$ cat config.mk
export PLATFORM = sky130hd
export DESIGN_NAME = wb_merge
export DESIGN_NICKNAME = d
export VERILOG_FILES = /design/src/rtl/wb_merge.sv
export SDC_FILE = /design/constraint.sdc
export NUM_CORES = 1
export LEC_CHECK = 0
export CELL_PAD_IN_SITES_DETAIL_PLACEMENT = 1
export CELL_PAD_IN_SITES_GLOBAL_PLACEMENT = 1
export CORE_UTILIZATION = 35
export CTS_BUF_LIST = sky130_fd_sc_hd__clkbuf_8
export CTS_CLUSTER_DIAMETER = 120
export DETAILED_ROUTE_END_ITERATION = 16
export PLACE_DENSITY = 0.72
export SLEW_MARGIN = 20
export SYNTH_ARGS = -nofsm -noshare
export SYNTH_HDL_FRONTEND = slang
export SYNTH_SLANG_ARGS = --single-unit
$ cat constraint.sdc
create_clock -name clk -period 10.5 [get_ports clk]
set_input_delay 1.05 -clock clk [delete_from_list [all_inputs] [get_ports clk]]
set_output_delay 1.05 -clock clk [all_outputs]
set_load 0.05 [all_outputs]
$ cat src/rtl/wb_merge.sv
// Writeback merge: per-thread FIFOs collecting LSU/ALU0/ALU1 results and retiring one write per thread per cycle.
// Defining WB_MERGE_BYPASS_EN lets an accept into an empty FIFO reach the write port in the same cycle.
module wb_merge #(
   parameter int unsigned NUM_Threads = 4,
   parameter int unsigned FIFO_DEPTH  = 4,
   localparam int unsigned TW = (NUM_Threads > 1) ? $clog2(NUM_Threads) : 1
) (
   input  logic                   clk,
   input  logic                   rst,
   input  logic                   lsu_valid,
   input  logic [TW-1:0]          lsu_tid,
   input  logic [4:0]             lsu_rd_addr,
   input  logic [31:0]            lsu_rd_data,
   output logic                   lsu_ready,
   input  logic                   alu0_valid,
   input  logic [TW-1:0]          alu0_tid,
   input  logic [4:0]             alu0_rd_addr,
   input  logic [31:0]            alu0_rd_data,
   output logic                   alu0_ready,
   input  logic                   alu1_valid,
   input  logic [TW-1:0]          alu1_tid,
   input  logic [4:0]             alu1_rd_addr,
   input  logic [31:0]            alu1_rd_data,
   output logic                   alu1_ready,
   output logic [NUM_Threads-1:0] rd_wen,
   output logic [4:0]             rd_forward_addr [NUM_Threads-1:0],
   output logic [31:0]            rd_forward_data [NUM_Threads-1:0],
   output logic [NUM_Threads-1:0] thread_busy
);

   localparam int unsigned NS = 3;
   localparam int unsigned AW = $clog2(FIFO_DEPTH);
   localparam int unsigned PW = AW + 1;

`ifdef WB_MERGE_BYPASS_EN
   localparam bit BYPASS_EN = 1'b1;
`else
   localparam bit BYPASS_EN = 1'b0;
`endif

   typedef struct packed {
      logic [4:0]  addr;
      logic [31:0] data;
   } wb_entry_t;

   logic [NS-1:0]          src_valid, src_ready, src_acc;
   logic [TW-1:0]          src_tid   [NS];
   wb_entry_t              src_ent   [NS];
   logic [PW-1:0]          need      [NS];

   logic [PW-1:0]          wr_ptr    [NUM_Threads];
   logic [PW-1:0]          rd_ptr    [NUM_Threads];
   logic [PW-1:0]          count     [NUM_Threads];
   logic [PW-1:0]          free      [NUM_Threads];
   logic [NUM_Threads-1:0] empty, full;
   wb_entry_t              mem       [NUM_Threads][FIFO_DEPTH];

   logic [NS-1:0]          push_en   [NUM_Threads];
   logic [AW-1:0]          push_slot [NUM_Threads][NS];
   logic [1:0]             push_cnt  [NUM_Threads];
   logic [NUM_Threads-1:0] byp_hit;
   wb_entry_t              byp_ent   [NUM_Threads];

   // Sources in priority order: 0 = LSU, 1 = ALU0, 2 = ALU1.
   always_comb begin
      src_valid  = {alu1_valid, alu0_valid, lsu_valid};
      src_tid[0] = lsu_tid;
      src_tid[1] = alu0_tid;
      src_tid[2] = alu1_tid;
      src_ent[0] = {lsu_rd_addr, lsu_rd_data};
      src_ent[1] = {alu0_rd_addr, alu0_rd_data};
      src_ent[2] = {alu1_rd_addr, alu1_rd_data};
   end

   // FIFO status; the head always pops when present, so its slot counts as free.
   always_comb begin
      for (int t = 0; t < NUM_Threads; t++) begin
         count[t] = wr_ptr[t] - rd_ptr[t];
         empty[t] = (wr_ptr[t] == rd_ptr[t]);
         full[t]  = (wr_ptr[t][AW-1:0] == rd_ptr[t][AW-1:0]) && (wr_ptr[t][AW] != rd_ptr[t][AW]);
         free[t]  = full[t] ? PW'(1) : PW'(FIFO_DEPTH) - count[t] + PW'(!empty[t]);
      end
   end

   // Ready never looks at the source's own valid: higher-priority valids to the same thread claim slots first.
   always_comb begin
      src_ready = '0;
      for (int s = 0; s < NS; s++) begin
         need[s] = PW'(1);
         for (int h = 0; h < s; h++) begin
            if (src_valid[h] && (src_tid[h] == src_tid[s])) need[s] = need[s] + PW'(1);
         end
         src_ready[s] = rst && (free[src_tid[s]] >= need[s]);
      end
      src_acc = src_valid & src_ready;
   end

   // Slot allocation in priority order; x0 writes are accepted but dropped.
   always_comb begin
      for (int t = 0; t < NUM_Threads; t++) begin
         push_en[t]  = '0;
         push_cnt[t] = '0;
         byp_hit[t]  = 1'b0;
         byp_ent[t]  = '0;
         for (int s = 0; s < NS; s++) begin
            push_slot[t][s] = '0;
            if (src_acc[s] && (src_tid[s] == TW'(t)) && (src_ent[s].addr != 5'd0)) begin
               if (BYPASS_EN && empty[t] && !byp_hit[t]) begin
                  byp_hit[t] = 1'b1;
                  byp_ent[t] = src_ent[s];
               end else begin
                  push_en[t][s]   = 1'b1;
                  push_slot[t][s] = AW'(wr_ptr[t] + PW'(push_cnt[t]));
                  push_cnt[t]     = push_cnt[t] + 2'd1;
               end
            end
         end
      end
   end

   always_ff @(posedge clk or negedge rst) begin
      if (!rst) begin
         for (int t = 0; t < NUM_Threads; t++) begin
            wr_ptr[t] <= '0;
            rd_ptr[t] <= '0;
         end
      end else begin
         for (int t = 0; t < NUM_Threads; t++) begin
            wr_ptr[t] <= wr_ptr[t] + PW'(push_cnt[t]);
            rd_ptr[t] <= rd_ptr[t] + PW'(!empty[t]);
         end
      end
   end

   // Storage needs no reset: pointers alone define which entries are live.
   always_ff @(posedge clk) begin
      for (int t = 0; t < NUM_Threads; t++) begin
         for (int s = 0; s < NS; s++) begin
            if (push_en[t][s]) mem[t][push_slot[t][s]] <= src_ent[s];
         end
      end
   end

   always_comb begin
      for (int t = 0; t < NUM_Threads; t++) begin
         rd_wen[t]          = 1'b0;
         rd_forward_addr[t] = '0;
         rd_forward_data[t] = '0;
         thread_busy[t]     = !empty[t];
         if (!empty[t]) begin
            rd_wen[t]          = 1'b1;
            rd_forward_addr[t] = mem[t][rd_ptr[t][AW-1:0]].addr;
            rd_forward_data[t] = mem[t][rd_ptr[t][AW-1:0]].data;
         end else if (byp_hit[t]) begin
            rd_wen[t]          = 1'b1;
            rd_forward_addr[t] = byp_ent[t].addr;
            rd_forward_data[t] = byp_ent[t].data;
         end
      end
      lsu_ready  = src_ready[0];
      alu0_ready = src_ready[1];
      alu1_ready = src_ready[2];
   end

endmodule

==> impl_results.md, run 1 <==
* Status: finished, final reports clean
* Setup bufs post-CTS at 0
* Fin util at 39.7%
* Share of Yosys cell area claimed by the top area cell type at 46.1%
* Wirelength per Cell at 27.6 µm
* Worst skew pair latency at 750 ps
* Layout Skew at 33.6 ps
* IO Count at 281
* Max_slew headroom at 22.2%
* R2r setup slk at 3150 ps
* Clock transition at path regs at 60 ps
* Biggest area consumer among synthesized cells: edfxtp_1
* Mean post-synth cell area at 9.38 µm²
* Max FO, Critical Path at 75
* Die W at 334 µm
* Synth top area cells: edfxtp_1 46%, nand2_1 11%, mux4_2 9.1%, a31oi_1 8.5%, nor2_1 5.8%
* Synth Net Count at 4282
* Worst Reg-to-Reg Cells at 17
* Combinational cell fraction of total power at 56.7%
* Max VDD drop at 201 µV
* Layout cell share with drive strength beyond 1 at 11.3%
* Reg power frac at 27.4%
* Bufs on Longest Clock Path at 3
* Post-synth EDFFs at 592
* Port Buf Inserts at 280
* Initial DRC Count at 3365
* Worst-Margin Slew at 1160 ps
* Internal Power at 6.59 mW
* Vert. Die Dim at 334 µm
* Hold WC Path Type: input port to asynchronous set/reset pin
* Critical Path AT at 7700 ps
* Post-Route WL at 152 mm
* H-tree depth at 3
* Crit end category: flop
* CTS Hold Bufs at 0
* Crit Path Category: flop to flop
* Synth-to-Final Area Change at 12.2%
* Post-synth cell types at 59
* DP HPWL at 94.3 mm
* CTS Root Cell: clkbuf_8
* YS warnings at 0
* RSZ-0062 raised after global routing: no
* Core area at 109000 µm²
* RD Place Congestion at 0.870
* Switching Fraction at 48.9%
* Clock network fraction of design power at 15.9%
* Synth Cell Area at 38600 µm²
* Remaining DRCs at 0
* Top_reg_cell synth: edfxtp_1
* Die area at 111000 µm²
* First-pass GRT wire length at 224 mm
* Total CTS buffers at 106
* PD cells at 298 nW/µm²
* Post-DR vias/cell at 5.94
* P_leak at 15.5 nW
* Achievable frequency at 136 MHz
* Synth Instances at 4111
* Rows at 121
* DR pass1 iterations at 6
* Final nets at 4208
* Clock tree sinks at 616
* Clock tree from TritonCTS: yes
* Placed cells at 5343
* Psw at 6.30 mW
* Antenna-violating nets left at 0
* Final hold violation count at 0
* Via count at 32872
* Setup_tns at 0 ps
* Tcrit/Tclk final at 70.0%
* Flops & latches, synth at 616
* Synth async-reset ratio at 3.90%
* Setup violators final at 0
* Worst path required time at 10860 ps
* GRT overflow at 0
* Post-synthesis sequential area ratio at 47.7%
* Crit path launch: rd_ptr[3]
* Finished Layout Cells at 5532
* Largest net degree at the start of global routing at 76
* MaxCap Viol Count at 0
* Final count of pins violating max slew at 0
* Post-CTS sizing at 0
* Initial antenna violation count at 3
* Critical R2R Launch: rd_ptr[3]
* Tmin final at 7350 ps
* Worst r2r dst: mem[3][22]
* Vias in the first global route at 34039
* Initial Util at 35.4%
* GRT Util Overall at 26.9%
* Crit start category: flop
* CP endpoint: mem[3][22]
metal layers:
metal  wire length (µm)  global-route usage [%]  vias to the layer above  part of all wire (%)
li1                   -                       -                    14206                     -
met1              60600                    34.7                    16627                    40
met2              71600                    44.1                     1668                    47
met3              12700                    4.07                      371                   8.4
met4               7520                    13.5                        0                   4.9
met5                  0                       0                        -                     0
cell usage after synthesis (30+ instances only):
library cell     n
edfxtp_1       592
ha_1            41
a31oi_2         30
a21oi_1         45
buf_4           37
buf_1           72
clkbuf_1       273
nand2_1       1140
mux4_2         155
mux2i_1         38
buf_2          119
inv_1           43
a31oi_1        526
buf_6           32
nor2_1         599
nor2b_1        151
logic make-up (layout without fill, tap and decap cells):
| logic type | count (synthesis) | after routing | share of synthesized area [%] |
|---|---|---|---|
| compound gates | 645 | 645 | 11.2 |
| simple gates | 1984 | 1984 | 21.2 |
| fa+ha+maj | 49 | 49 | 1.75 |
| flops | 616 | 616 | 47.7 |
| xor+xnor | 48 | 48 | 1.13 |
| other cells | 0 | 4 | 0 |
| mux | 193 | 193 | 10.0 |
| buf+inv | 576 | 579 | 6.98 |
power groups by stage:
stage          combinational (mW)  sequential (mW)  clock (mW)
2_1_floorplan                4.97             3.35           0
3_3_place_gp                 7.20             3.57           0
3_5_place_dp                 7.31             3.59           0
4_1_cts                      7.34             3.54        2.07
5_1_grt                      7.68             3.58        2.16
6_report                     7.31             3.53        2.05
cells in the final DEF (no fill, tap or decap), types with 30 or more instances in the layout:
cell	netlist	routed
nor2b_1	151	151
buf_4	37	71
clkbuf_8	0	107
a21oi_1	45	45
a31oi_1	526	526
mux2i_1	38	38
ha_1	41	41
nor2_1	599	596
edfxtp_1	592	592
clkdlybuf4s50_1	0	279
a31oi_2	30	30
mux4_2	155	155
inv_1	43	74
nand2_1	1140	1132
clkinv_1	0	32
registers in the layout, indices dropped and copies added (netlist names):
| register | cells |
|---|---|
| mem | 592 |
| rd_ptr | 12 |
| wr_ptr | 12 |
critical path, cell delays in order (launching register included):
cell and delay [ps]:
dfrtp_4 1080, inv_1 100, ha_1 350, inv_1 70, fa_1 490, nor2b_1 170, mux4_2 480, ha_1 280
a21oi_1 630, nand3_1 260, nand3_1 200, ha_1 270, ha_1 200, xnor2_1 140, xnor2_1 490, nand3_4 770
o211ai_1 360, buf_4 560
area by class of cell:
class / instances / area, µm²
antenna: 4 / 10.0
inverter: 43 / 161
multi-input combinational: 2919 / 17700
timing repair buffer: 351 / 3330
sequential: 616 / 18400
clock inverter: 78 / 370
fill: 12267 / 65700
clock buffer: 107 / 1470
tap: 1414 / 1770
stage by stage:
stage | setup slack [ps] | area (µm²) | power [mW] | hold slack, ps
2_1_floorplan | 2020 | 38600 | 8.32 | 462
3_3_place_gp | 3340 | 41400 | 10.8 | 482
3_5_place_dp | 3180 | 41400 | 10.9 | 491
4_1_cts | 3090 | 43200 | 12.9 | 386
5_1_grt | 2580 | 43300 | 13.4 | 430
6_report | 3150 | 43300 | 12.9 | 398
worst min path at each step:
stage	startpoint	endpoint	cells after the start
floorplan	rd_ptr[8]	rd_ptr[8]	1
global placement	wr_ptr[8]	wr_ptr[8]	1
detailed placement	rd_ptr[8]	rd_ptr[8]	1
CTS	rst	rd_ptr[5]	1
global route	rst	wr_ptr[4]	1
finish	rst	wr_ptr[4]	1
No activity file was read; power rests on OpenSTA's default activity.
==> inputs of run 2 (changes only) <==
PLACE_DENSITY = 0.74   (was 0.72)
clock period = 6.29 ns   (was 10.5 ns; I/O delays follow)
==> run 2 against run 1 <==
Effect of this change: sequential share of layout area fell by 0.86 points; combinational power is 75% higher; clock power grew 75%; routed wire length is 2.7% higher; clock skew is 22 ps higher; core utilization grew 0.82 points; non-clock buffer count rose by 46; critical endpoint is now mem[2][42]; highest routed layer is now met5.
==> impl_results.md, run 2 (synthesis gave the netlist of run 1 again) <==
* P_leak at 16.0 nW (was 15.5 nW)
* Commonest non-fill, non-tap cell in the layout: nand2_1 (unchanged)
* Die area at 111000 µm² (unchanged)
* Layout cell share with drive strength beyond 1 at 12.5% (was 11.3%)
* Final count of pins violating max slew at 0 (unchanged)
* First-pass GRT wire length at 230 mm (was 224 mm)
* Layout Skew at 55.5 ps (was 33.6 ps)
* Most used cell, CP: ha_1 (unchanged)
* Crit end category: flop (unchanged)
* Status: finished, final reports clean (unchanged)
* RSZ-0062 raised after global routing: no (unchanged)
* Vert. Die Dim at 334 µm (unchanged)
* PD cells at 497 nW/µm² (was 298 nW/µm²)
* Max FO, Critical Path at 74 (was 75)
* Port Buf Inserts at 280 (unchanged)
* Hold WC Path Type: input port to asynchronous set/reset pin (unchanged)
* Worst path required time at 6760 ps (was 10860 ps)
* Finished Layout Cells at 5585 (was 5532)
* Setup_tns at 0 ps (unchanged)
* Worst skew pair latency at 790 ps (was 750 ps)
* GRT Util Overall at 27.6% (was 26.9%)
* Achievable frequency at 171 MHz (was 136 MHz)
* Wirelength per Cell at 28.0 µm (was 27.6 µm)
* MaxCap Viol Count at 0 (unchanged)
* Crit-path cells: inv_1 -> ha_1 -> fa_1 -> o21a_1 -> mux4_2 -> ha_1 -> a21oi_1 -> buf_4 -> nand3_1 -> nand3_1 -> ha_1 -> ha_1 -> xnor2_1 -> xnor2_1 -> nand3b_1 -> buf_4 -> a31oi_1 (was inv_1 -> ha_1 -> inv_1 -> fa_1 -> nor2b_1 -> mux4_2 -> ha_1 -> a21oi_1 -> nand3_1 -> nand3_1 -> ha_1 -> ha_1 -> xnor2_1 -> xnor2_1 -> nand3_4 -> o211ai_1 -> buf_4)
* Setup violators final at 0 (unchanged)
* Max layer used: met5 (was met4)
* Crit Path Category: flop to flop (unchanged)
* Core area at 109000 µm² (unchanged)
* R2r setup slk at 430 ps (was 3150 ps)
* Total CTS buffers at 107 (was 106)
* Finished Cell Area at 44100 µm² (was 43300 µm²)
* IO Count at 281 (unchanged)
* Clock tree from TritonCTS: yes (unchanged)
* Tcrit/Tclk final at 93.1% (was 70.0%)
* Largest net degree at the start of global routing at 75 (was 76)
* Placed cells at 5386 (was 5343)
* Setup bufs post-CTS at 0 (unchanged)
* Vias in the first global route at 34823 (was 34039)
* Largest register FFs at 592 (unchanged)
* Bufs and invs on worst path at 3 (unchanged)
* Clock tree sinks at 616 (unchanged)
* Post-CTS sizing at 0 (unchanged)
* Initial Util at 35.4% (unchanged)
* Synth-to-Final Area Change at 14.5% (was 12.2%)
* Initial antenna violation count at 9 (was 3)
* Initial DRC Count at 3341 (was 3365)
* Max VDD drop at 441 µV (was 201 µV)
* Worst Reg-to-Reg Cells at 17 (unchanged)
* Final nets at 4255 (was 4208)
* # fillers at 12267 (unchanged)
* Crit-path max cell delay at 800 ps (was 1080 ps)
* Via count at 33614 (was 32872)
* DP HPWL at 99.5 mm (was 94.3 mm)
* Die W at 334 µm (unchanged)
* Critical R2R Launch: wr_ptr[7] (was rd_ptr[3])
* GRT overflow at 0 (unchanged)
* Clock transition at path regs at 60 ps (about the same)
* RD Place Congestion at 0.866 (was 0.870)
* DRT met1 WL at 61.4 mm (was 60.6 mm)
* Antenna-violating nets left at 0 (unchanged)
* Slowest stage cell, crit path: buf_4 (was dfrtp_4)
* Register area at 18400 µm² (unchanged)
* Met3 wire len at 12.0 mm (was 12.7 mm)
* Post-Route WL at 157 mm (was 152 mm)
* DP Area at 42100 µm² (was 41400 µm²)
* Worst-Margin Slew at 1160 ps (about the same)
* Worst r2r dst: mem[2][42] (was mem[3][22])
* Most frequent cells in the layout: 1132 x nand2_1, 596 x nor2_1, 592 x edfxtp_1, 526 x a31oi_1, 279 x clkdlybuf4s50_1 (unchanged)
* Critical Path AT at 6320 ps (was 7700 ps)
* Delay-heaviest family, CP: adder cells (unchanged)
* Post-DR vias/cell at 6.02 (was 5.94)
* H-tree depth at 3 (unchanged)
* DR pass1 iterations at 6 (unchanged)
* Bufs on Longest Clock Path at 3 (unchanged)
* Met2 wire length at 76.1 mm (was 71.6 mm)
* Remaining DRCs at 0 (unchanged)
* CTS Hold Bufs at 1 (was 0)
* Multi-input gate area at 17900 µm² (was 17700 µm²)
* Tmin final at 5860 ps (was 7350 ps)
* Final hold violation count at 0 (unchanged)
* CTS Root Cell: clkbuf_8 (unchanged)
* Crit start category: flop (unchanged)
* Max_slew headroom at 22.5% (was 22.2%)
* Rows at 121 (unchanged)
==> run 2: area by class of cell <==
class / instances / share of cell area [%]
inverters: 43 / 0.366
repair buffers: 397 / 9.03
flip-flops and latches: 616 / 41.7
diodes: 6 / 0.0340
multi-input cells: 2919 / 40.5
clock buffers: 113 / 3.52
clock inverters: 77 / 0.907
well taps: 1414 / 4.01
==> run 2: stage by stage <==
stage / total power [mW] / hold slack (ps) / worst slack (ps) / utilization, %
6_report: 22.0 / 326 / 434 / 40.5
5_1_grt: 22.8 / 353 / 139 / 40.5
4_1_cts: 22.0 / 307 / 501 / 40.5
3_5_place_dp: 18.4 / 482 / 517 / 38.7
3_3_place_gp: 18.2 / 475 / 781 / 38.6
2_1_floorplan: 13.9 / 333 / -428 / -
==> run 2: routing by layer <==
metal,GRT usage [%],vias up
li1,-,14315
met3,3.96,384
met5,0,-
met4,13.0,4
met1,34.9,17224
met2,46.5,1687
==> run 2: how the worst max path moves through the flow <==
stage | start | to | slack, ps | cells after the start
floorplan | rd_ptr[9] | mem[1][37] | -430 | 14
CTS | wr_ptr[4] | mem[3][58] | 500 | 17
global placement | wr_ptr[4] | mem[3][57] | 780 | 18
detailed placement | wr_ptr[4] | mem[2][37] | 520 | 17
global route | wr_ptr[4] | mem[2][38] | 140 | 18
finish | wr_ptr[7] | mem[2][42] | 430 | 17
==> run 2: where the power goes <==
part           total [mW]  internal, mW  switching, mW  leakage, nW
Combinational        12.8          4.18           8.64         9.23
Sequential           5.55          5.31          0.242         5.62
Clock                3.58          1.74           1.84         1.12
Total                22.0          11.2           10.7         16.0
==> run 2: worst reg2reg max path, delay by kind of cell (launching register included) <==
family                     cells  cell delay (ps)
adders and majority gates      5             1630
buffers and inverters          3             1260
DFF                            1              610
AOI/OAI and AO/OA              3              660
muxes                          1              450
and+or+nand+nor                3              500
xor gates and xnor gates       2              420
